===== config.mk =====
export PLATFORM = sky130hd
export DESIGN_NAME = crossproduct_engine_flat
export DESIGN_NICKNAME = d
export VERILOG_FILES = /design/src/rtl/crossproduct_engine_if.sv /design/src/rtl/crossproduct_engine.sv /design/src/flat_wrapper.sv
export SDC_FILE = /design/constraint.sdc
export NUM_CORES = 1
export LEC_CHECK = 0
export ABC_AREA = 1
export CAP_MARGIN = 20
export CORE_MARGIN = 2
export CORE_UTILIZATION = 50
export CTS_CLUSTER_SIZE = 24
export DETAILED_ROUTE_END_ITERATION = 7
export PLACE_DENSITY = 0.75
export SLEW_MARGIN = 20
export SYNTH_ARGS = -nofsm -noshare
export SYNTH_HDL_FRONTEND = slang
export SYNTH_SLANG_ARGS = --single-unit

===== constraint.sdc =====
create_clock -name clk -period 6 [get_ports clk]
set_input_delay 0.9 -clock clk [delete_from_list [all_inputs] [get_ports clk]]
set_output_delay 0.9 -clock clk [all_outputs]
set_load 0.01 [all_outputs]

===== src/rtl/crossproduct_engine_if.sv =====
// Operand/result bundle for crossproduct_engine: operand handshake, result handshake, status.
// Purely structural; no latency of its own.
// Backpressure is carried by in_ready (engine -> source) and out_ready (sink -> engine).
// The optional dot-product output is present only when CROSSPRODUCT_DOT_EN is defined.
interface crossproduct_engine_if #(
    parameter int WIDTH = 8
);
    logic                      in_valid;
    logic                      in_ready;
    logic signed [WIDTH-1:0]   a_x;
    logic signed [WIDTH-1:0]   a_y;
    logic signed [WIDTH-1:0]   a_z;
    logic signed [WIDTH-1:0]   b_x;
    logic signed [WIDTH-1:0]   b_y;
    logic signed [WIDTH-1:0]   b_z;
    logic                      out_valid;
    logic                      out_ready;
    logic signed [2*WIDTH:0]   c_x;
    logic signed [2*WIDTH:0]   c_y;
    logic signed [2*WIDTH:0]   c_z;
    logic                      busy;
`ifdef CROSSPRODUCT_DOT_EN
    logic signed [2*WIDTH+1:0] dot;
`endif

    // Engine side
    modport slave (
        input  in_valid, a_x, a_y, a_z, b_x, b_y, b_z, out_ready,
`ifdef CROSSPRODUCT_DOT_EN
        output dot,
`endif
        output in_ready, out_valid, c_x, c_y, c_z, busy
    );

    // Operand source / result sink side
    modport master (
        output in_valid, a_x, a_y, a_z, b_x, b_y, b_z, out_ready,
`ifdef CROSSPRODUCT_DOT_EN
        input  dot,
`endif
        input  in_ready, out_valid, c_x, c_y, c_z, busy
    );
endinterface


===== src/rtl/crossproduct_engine.sv =====
// Purpose: exact signed 3-D cross product a x b using one time-shared WIDTH x WIDTH multiplier.
// Latency: out_valid 7 cycles after the operand transfer (10 with CROSSPRODUCT_DOT_EN, which adds output dot).
// Backpressure: in_ready only in IDLE; result held stable in DONE until out_ready, outputs kept afterwards.
module crossproduct_engine #(
    parameter int WIDTH = 8
) (
    input  logic               clk,
    input  logic               rst,
    crossproduct_engine_if.slave io
);
    localparam int PW = 2 * WIDTH;      // single product
    localparam int CW = 2 * WIDTH + 1;  // difference of two products
    localparam int AW = 2 * WIDTH + 2;  // sum of three products
`ifdef CROSSPRODUCT_DOT_EN
    localparam logic [3:0] LAST_STEP = 4'd8;
`else
    localparam logic [3:0] LAST_STEP = 4'd5;
`endif

    typedef enum logic [1:0] {IDLE, MUL, DONE} state_t;

    state_t                  state_q, state_d;
    logic [3:0]              step_q;
    logic signed [WIDTH-1:0] ax_q, ay_q, az_q, bx_q, by_q, bz_q;
    logic signed [WIDTH-1:0] mul_a, mul_b;
    logic signed [PW-1:0]    prod;
    logic                    sub;
    logic signed [AW-1:0]    acc_q, acc_sum;
    logic signed [CW-1:0]    res_x_q, res_y_q;
    logic signed [CW-1:0]    c_x_q, c_y_q, c_z_q;
`ifdef CROSSPRODUCT_DOT_EN
    logic signed [CW-1:0]    res_z_q;
    logic signed [AW-1:0]    dot_q;
`endif

    // Select the operand pair for the current step; the only multiplier in the design follows
    always_comb begin
        mul_a = '0;
        mul_b = '0;
        case (step_q)
            4'd0: begin mul_a = ay_q; mul_b = bz_q; end
            4'd1: begin mul_a = az_q; mul_b = by_q; end
            4'd2: begin mul_a = az_q; mul_b = bx_q; end
            4'd3: begin mul_a = ax_q; mul_b = bz_q; end
            4'd4: begin mul_a = ax_q; mul_b = by_q; end
            4'd5: begin mul_a = ay_q; mul_b = bx_q; end
`ifdef CROSSPRODUCT_DOT_EN
            4'd6: begin mul_a = ax_q; mul_b = bx_q; end
            4'd7: begin mul_a = ay_q; mul_b = by_q; end
            4'd8: begin mul_a = az_q; mul_b = bz_q; end
`endif
            default: begin mul_a = '0; mul_b = '0; end
        endcase
    end

    assign prod    = PW'(mul_a) * PW'(mul_b);
    // Odd cross-product steps are the subtracted half of each component; dot steps always add
    assign sub     = (step_q < 4'd6) && step_q[0];
    assign acc_sum = sub ? (acc_q - AW'(prod)) : (acc_q + AW'(prod));

    // State register
    always_ff @(posedge clk) begin
        if (rst) state_q <= IDLE;
        else     state_q <= state_d;
    end

    // Next-state logic
    always_comb begin
        state_d = state_q;
        case (state_q)
            IDLE:    if (io.in_valid) state_d = MUL;
            MUL:     if (step_q == LAST_STEP) state_d = DONE;
            DONE:    if (io.out_ready) state_d = IDLE;
            default: state_d = IDLE;
        endcase
    end

    // Datapath: capture operands, accumulate one product per cycle, publish results together
    always_ff @(posedge clk) begin
        if (rst) begin
            step_q  <= '0;
            acc_q   <= '0;
            ax_q    <= '0; ay_q <= '0; az_q <= '0;
            bx_q    <= '0; by_q <= '0; bz_q <= '0;
            res_x_q <= '0;
            res_y_q <= '0;
            c_x_q   <= '0;
            c_y_q   <= '0;
            c_z_q   <= '0;
`ifdef CROSSPRODUCT_DOT_EN
            res_z_q <= '0;
            dot_q   <= '0;
`endif
        end else begin
            case (state_q)
                IDLE: begin
                    if (io.in_valid) begin
                        ax_q   <= io.a_x; ay_q <= io.a_y; az_q <= io.a_z;
                        bx_q   <= io.b_x; by_q <= io.b_y; bz_q <= io.b_z;
                        acc_q  <= '0;
                        step_q <= '0;
                    end
                end
                MUL: begin
                    acc_q  <= acc_sum;
                    step_q <= step_q + 4'd1;
                    // Staging keeps the visible outputs at the previous result until this one is complete
                    if (step_q == 4'd1) begin
                        res_x_q <= CW'(acc_sum);
                        acc_q   <= '0;
                    end
                    if (step_q == 4'd3) begin
                        res_y_q <= CW'(acc_sum);
                        acc_q   <= '0;
                    end
`ifdef CROSSPRODUCT_DOT_EN
                    if (step_q == 4'd5) begin
                        res_z_q <= CW'(acc_sum);
                        acc_q   <= '0;
                    end
                    if (step_q == LAST_STEP) begin
                        c_x_q  <= res_x_q;
                        c_y_q  <= res_y_q;
                        c_z_q  <= res_z_q;
                        dot_q  <= acc_sum;
                        step_q <= '0;
                    end
`else
                    if (step_q == LAST_STEP) begin
                        c_x_q  <= res_x_q;
                        c_y_q  <= res_y_q;
                        c_z_q  <= CW'(acc_sum);
                        step_q <= '0;
                    end
`endif
                end
                default: ;
            endcase
        end
    end

    assign io.in_ready  = (state_q == IDLE);
    assign io.out_valid = (state_q == DONE);
    assign io.busy      = (state_q != IDLE);
    assign io.c_x       = c_x_q;
    assign io.c_y       = c_y_q;
    assign io.c_z       = c_z_q;
`ifdef CROSSPRODUCT_DOT_EN
    assign io.dot       = dot_q;
`endif
endmodule


===== src/flat_wrapper.sv =====
// flat-port wrapper written by rule: the top's interface ports become plain ports
module crossproduct_engine_flat 
#(
    parameter int WIDTH = 8
)
  (clk, rst, io_in_valid, io_a_x, io_a_y, io_a_z, io_b_x, io_b_y, io_b_z, io_out_ready, io_in_ready, io_out_valid, io_c_x, io_c_y, io_c_z, io_busy);
  crossproduct_engine_if #(.WIDTH(WIDTH)) io_i ();
  input  logic clk;
  input  logic rst;
  input wire logic [$bits(io_i.in_valid)-1:0] io_in_valid;
  input wire logic [$bits(io_i.a_x)-1:0] io_a_x;
  input wire logic [$bits(io_i.a_y)-1:0] io_a_y;
  input wire logic [$bits(io_i.a_z)-1:0] io_a_z;
  input wire logic [$bits(io_i.b_x)-1:0] io_b_x;
  input wire logic [$bits(io_i.b_y)-1:0] io_b_y;
  input wire logic [$bits(io_i.b_z)-1:0] io_b_z;
  input wire logic [$bits(io_i.out_ready)-1:0] io_out_ready;
  output wire logic [$bits(io_i.in_ready)-1:0] io_in_ready;
  output wire logic [$bits(io_i.out_valid)-1:0] io_out_valid;
  output wire logic [$bits(io_i.c_x)-1:0] io_c_x;
  output wire logic [$bits(io_i.c_y)-1:0] io_c_y;
  output wire logic [$bits(io_i.c_z)-1:0] io_c_z;
  output wire logic [$bits(io_i.busy)-1:0] io_busy;
  assign io_i.in_valid = io_in_valid;
  assign io_i.a_x = io_a_x;
  assign io_i.a_y = io_a_y;
  assign io_i.a_z = io_a_z;
  assign io_i.b_x = io_b_x;
  assign io_i.b_y = io_b_y;
  assign io_i.b_z = io_b_z;
  assign io_i.out_ready = io_out_ready;
  assign io_in_ready = io_i.in_ready;
  assign io_out_valid = io_i.out_valid;
  assign io_c_x = io_i.c_x;
  assign io_c_y = io_i.c_y;
  assign io_c_z = io_i.c_z;
  assign io_busy = io_i.busy;
  crossproduct_engine #(.WIDTH(WIDTH)) u_core (.clk(clk), .rst(rst), .io(io_i));
endmodule

==> metrics.txt, run 1 <==
share of layout cells above drive strength 1=0.245; dpl ws=-0.581 ns; Critical Path End Type=register; Initial Utilization=0.506; slowest CP cell=fa_1; Area Overhead vs Synth=41.8%; Leakage=6.86 nW; Least-Margin Pin Slew=0.792 ns; Worst EP required=6.32 ns; slowest cell delay on critical path=0.54 ns; part of the Yosys area used for sequential elements=0.318; Placed Instances=1,801; Max VDD drop=345 uV; CTS Hold Bufs=0; final hold vios=0; share of the synthesized area in the top cell type=0.318; first-pass GRT wire length=44,200 microns; CP delay by family, top=adder cells; YS warnings=0; largest net degree at the start of global routing=70; number of synthesized flops with an enable pin=0; # clock sinks=156; Clk Latency, worst-skew pair=0.43 ns; Pins Over Slew Limit=0; Setup violations, final=32; Syn Std Cell Area=9820 sq um; hold crit path type=reg2reg; core area=19,400 sq um; crit path launch type=register; status=finished, violations left; Post-route DRC=0; Synth Area per Inst=7.24 sq um; die area=20,800 sq um; failing checks=negative setup slack; Net count, final=1,743; Fin Setup TNS=-8.90 ns; Crit path arrival time=~6.8 ns; PwrDens=about 430 nW/um^2; vias per cell=5.15; Clock Tree Buf Depth=2; Final WS setup=-0.483 ns; Total Wirelength=28,200 microns; fin crit share=1.08; row count=51; Async S/R FF share, synth=0; CTS Buf Count=17; relative slew slack=0.470; IO Pins=106; Via Count=9,608; WL per Instance=15.1 microns; Post-Syn Nets=1,511; Worst Clk Skew=0.0113 ns; top post-synthesis cells by count=nand2_1 (244), inv_1 (219), nor2_1 (205); GP Congestion=0.905; Worst Setup Path Type=reg2reg; Final Non-Filler Cells=1,867; Synth Register Bits=156; Post-synth top flop=dfxtp_1; Mapped Cells=1,357; antenna-violating nets left=0; Final min period=6.48 ns; detailed-router iteration count before antenna repair=7; Util after Layout=0.718; Fmax=154 MHz; Detailed Route Iter0 Violations=678; clock-pin slew on the worst setup and hold paths=0.08 ns; H-Tree Depth=4; max cap viols=0; top cells by area, synth=dfxtp_1 (32%), fa_1 (12%), nand2_1 (9.3%), inv_1 (8.4%), nor2_1 (7.8%); overall global routing resource usage=0.267; global route total overflow=0; CP max FO=7; Crit path buffers/inverters=9; ant diodes=0; post-synth cell types=43; initial antenna violation count=0; post-DP HPWL=19,300 microns; height of the die=144 microns; RSZ-0062 raised after global routing=yes; Die X=144 microns; CTS root buf=clkbuf_16; largest area contributor in the netlist=dfxtp_1; vias in the first global route=9,269; most numerous cell in the Yosys netlist=nand2_1; CTS tree=done; input/output buffers=105
-- layout make-up --
class | count | area [sq um]
clock buffer | 17 | 425
inverter | 227 | 867
multi-input combinational | 930 | 6630
sequential | 156 | 3140
clock inverter | 15 | 211
timing repair buffer | 257 | 2330
fill | 1454 | 5470
tap | 265 | 332
-- cells by family (layout without fill, tap and decap cells) --
kind of cell / Yosys count / in the layout / share of synthesized area
AND/OR/NAND/NOR: 539 / 539 / 0.234
XOR/XNOR: 29 / 29 / 0.0259
flip-flops: 156 / 156 / 0.318
adder cells (fa/ha/maj): 102 / 102 / 0.173
buffers and inverters: 271 / 516 / 0.105
AO/OA/AOI/OAI: 260 / 260 / 0.144
-- worst paths after layout --
kind | cells after the start | endpoint | from | slack [ns]
max reg2reg | 37 | u_core.res_x_q[16]$_SDFFE_PP0P_ | u_core.step_q[0]$_SDFFE_PP0P_ | -0.48
max | 37 | u_core.res_x_q[16]$_SDFFE_PP0P_ | u_core.step_q[0]$_SDFFE_PP0P_ | -0.48
min | 2 | u_core.acc_q[0]$_SDFFE_PP0P_ | u_core.acc_q[0]$_SDFFE_PP0P_ | 0.47
min reg2reg | 2 | u_core.acc_q[0]$_SDFFE_PP0P_ | u_core.acc_q[0]$_SDFFE_PP0P_ | 0.47
-- placed cells by master (no fill, tap or decap), types with 4 or more instances in the layout --
cell type | netlist | routed
nand2_1 | 244 | 199
inv_1 | 219 | 199
nor2_1 | 205 | 197
dfxtp_1 | 156 | 152
o21ai_0 | 145 | 143
buf_4 | 0 | 118
clkdlybuf4s50_1 | 0 | 105
fa_1 | 57 | 53
a21oi_1 | 70 | 47
nand2_2 | 9 | 42
buf_6 | 0 | 32
ha_1 | 45 | 29
o21bai_1 | 23 | 23
inv_2 | 5 | 22
a21oi_2 | 1 | 20
nand2_4 | 8 | 18
nand3_1 | 42 | 18
clkbuf_16 | 0 | 17
nand3_2 | 1 | 15
ha_4 | 0 | 15
xor2_1 | 21 | 14
nand3_4 | 2 | 12
nor2_4 | 2 | 6
nor2_2 | 2 | 6
xor2_2 | 0 | 6
or2_2 | 8 | 6
nand4_1 | 5 | 5
xnor2_1 | 8 | 5
clkinv_8 | 0 | 5
inv_12 | 0 | 5
inv_6 | 0 | 4
a21oi_4 | 0 | 4
nand3b_1 | 4 | 4
fa_2 | 0 | 4
dfxtp_4 | 0 | 4
-- what timing repair did --
item,4_1_cts,5_1_grt
pin swaps,46,51
resized for setup,90,134
buffers inserted,16,21
setup endpoints to repair,40,40
-- worst min-delay path, delay by kind of cell, from the launching register on --
kind / cells / cell delay, ns
DFF: 1 / 0.31
and+or+nand+nor: 1 / 0.06
AOI/OAI and AO/OA: 1 / 0.06
-- metal layers --
layer,up-vias,GRT usage,share of wire
met3,48,0.0394,0.052
met5,-,0,0
met4,0,0.0705,0.018
met2,272,0.442,0.49
met1,4601,0.368,0.44
li1,4687,-,-
-- stage by stage --
step	power, mW	cell area, sq um	hold WS, ns
global placement	3.75	12000	0.454
detailed placement	3.78	12000	0.459
finish	5.96	13900	0.468
global route	6.27	13900	0.491
floorplan	2.54	9940	0.435
CTS	5.24	13200	0.470
-- state kept, by name, indices dropped and copies added (netlist names), 17 cells and up --
| register | flops |
|---|---|
| u_core.io.c_y | 17 |
| u_core.io.c_x | 17 |
| u_core.res_x_q | 17 |
| u_core.io.c_z | 17 |
| u_core.res_y_q | 17 |
| u_core.acc_q | 17 |
-- report_power, final --
| part | switching, mW | total, mW | leakage (nW) | internal (mW) |
|---|---|---|---|---|
| clock | 0.550 | 1.13 | 0.306 | 0.583 |
| sequential | 0.0511 | 1.15 | 1.27 | 1.10 |
| combinational | 1.99 | 3.68 | 5.28 | 1.69 |
| total | 2.59 | 5.96 | 6.86 | 3.38 |
No activity file was read; power rests on OpenSTA's default activity.
==> inputs of run 2 (changes only) <==
--- a/config.mk
+++ b/config.mk
@@ -8,10 +8,9 @@
 export ABC_AREA = 1
 export CAP_MARGIN = 20
 export CORE_MARGIN = 2
-export CORE_UTILIZATION = 50
+export CORE_UTILIZATION = 30
 export CTS_CLUSTER_SIZE = 24
 export DETAILED_ROUTE_END_ITERATION = 7
-export PLACE_DENSITY = 0.75
 export SLEW_MARGIN = 20
 export SYNTH_ARGS = -nofsm -noshare
 export SYNTH_HDL_FRONTEND = slang
==> metrics.txt, run 2 (synthesis gave the netlist of run 1 again) <==
Detailed Route Iter0 Violations=417; vias in the first global route=slightly above 9,000; Pins Over Slew Limit=0; most frequent cells in the layout=nand2_1 (212), inv_1 (201), nor2_1 (197); largest net degree at the start of global routing=63; ant diodes=0; Leakage=6.94 nW; slowest CP cell=fa_1; Crit path arrival time=6.66 ns; CTS root buf=clkbuf_16; Least-Margin Pin Slew=0.707 ns; crit path launch type=register; Via Count=a little over 9,000; Initial Utilization=0.303; Fin Hold WS=between 0.4 and 0.5 ns; antenna-violating nets left=0; Critical Path End Type=register; detailed-router iteration count before antenna repair=5; sequential cell area=about 3100 sq um; row count=66; hold crit path type=reg2reg; post-DP HPWL=19,800 microns; Worst Clk Skew=0.0122 ns; clock-pin slew on the worst setup and hold paths=0.07 ns; fill cell count=3,239; RSZ-0062 raised after global routing=yes; fin crit share=1.06; height of the die=185 microns; input/output buffers=between 100 and 150; WL per Instance=13.3 microns; Pwr Total=5.99 mW; final hold vios=0; slowest cell delay on critical path=~0.50 ns; Clk Latency, worst-skew pair=approximately 0.43 ns; Post-route DRC=0; Worst EP required=6.32 ns; CTS Buf Count=17; Net count, final=1,759; Die X=185 microns; Fin Setup TNS=-6.49 ns; die area=34,200 sq um; relative slew slack=0.527; Final min period=approximately 6.3 ns; Crit path buffers/inverters=12; core area=around 32,000 sq um; CTS tree=done; Area Overhead vs Synth=44.9%; combined area of the multi-input logic cells=6540 sq um; most common cell after layout, fill and taps aside=nand2_1; Total Wirelength=27,400 microns; IO Pins=106; Worst Setup Path Type=reg2reg; Clock Tree Buf Depth=2; Fmax=158 MHz; PwrDens=about 420 nW/um^2; Max VDD drop=449 uV; initial antenna violation count=0; H-Tree Depth=4; share of layout cells above drive strength 1=0.239; global route total overflow=0; CP delay by family, top=adder cells; failing checks=negative setup slack; vias per cell=roughly 4.5; # clock sinks=156; CP max FO=7; GP Congestion=0.868; overall global routing resource usage=0.163; max cap viols=0; status=finished, violations left; first-pass GRT wire length=between 40,000 and 50,000 microns; Setup violations, final=30; Final WS setup=-0.341 ns; CTS Hold Bufs=0
run 2: cell types whose count changed in the layout (fill, tap and decap cells not counted), moves of 5 or more:
cell     previous run  this run
nand2_2            42        32
buf_6              32        23
buf_4             118       136
inv_12              5         0
buf_12              1         9
nand2_1           199       212
run 2: cell type report:
cell class | count | share of cell area
Inverter | 227 | 0.0613
Clock buffer | 17 | 0.0299
Multi-Input combinational cell | 930 | 0.459
Timing Repair Buffer | 273 | 0.176
Sequential cell | 156 | 0.220
Tap cell | 442 | 0.0389
Clock inverter | 15 | 0.0139
run 2: report_power, final:
group          internal [mW]  switching, mW
combinational           1.74           1.97
sequential              1.10         0.0475
clock                  0.604          0.526
run 2: what timing repair did:
action | 4_1_cts | 5_1_grt
pin swaps | 43 | 53
endpoints found under the setup margin | 40 | 40
resized for setup | 87 | 102
setup buffers | 18 | 19
run 2: metal layers:
metal	up-vias	share of wire	track usage
li1	4728	-	-
met1	4389	0.47	0.217
met2	148	0.48	0.271
met3	23	0.034	0.0293
met4	0	0.011	0.0419
met5	-	0	0
run 2: worst paths after layout:
kind                                           to                     startpoint  slack (ns)  cells past startpoint
setup / recovery  u_core.res_x_q[16]$_SDFFE_PP0P_  u_core.step_q[2]$_SDFFE_PP0P_       -0.34                     40
setup reg to reg  u_core.res_x_q[16]$_SDFFE_PP0P_  u_core.step_q[2]$_SDFFE_PP0P_       -0.34                     40
hold reg to reg      u_core.acc_q[0]$_SDFFE_PP0P_   u_core.acc_q[0]$_SDFFE_PP0P_        0.47                      2
hold / removal       u_core.acc_q[0]$_SDFFE_PP0P_   u_core.acc_q[0]$_SDFFE_PP0P_        0.47                      2
run 2: worst min-delay path, stage by stage (launching register included):
cell and delay (ns):
dfxtp_1 0.31, nand2_1 0.06, a21oi_1 0.05
run 2: per-stage QoR:
stage	worst slack [ns]	util	instances	area, sq um
after CTS	-0.351	0.420	2042	13600
after global routing	-0.735	0.440	2060	14200
after floorplan	0.00700	-	1357	9940
after global placement	-0.597	0.383	1993	12400
final	-0.341	0.440	2060	14200
after detailed placement	-0.580	0.383	1993	12400
==> inputs of run 3 (changes only) <==
--- a/config.mk
+++ b/config.mk
@@ -11,6 +11,7 @@
 export CORE_UTILIZATION = 30
 export CTS_CLUSTER_SIZE = 24
 export DETAILED_ROUTE_END_ITERATION = 7
+export PLACE_DENSITY = 0.6
 export SLEW_MARGIN = 20
 export SYNTH_ARGS = -nofsm -noshare
 export SYNTH_HDL_FRONTEND = slang
==> results of run 3 <==
Final layout, timing and power as in run 2 (identical DEF).
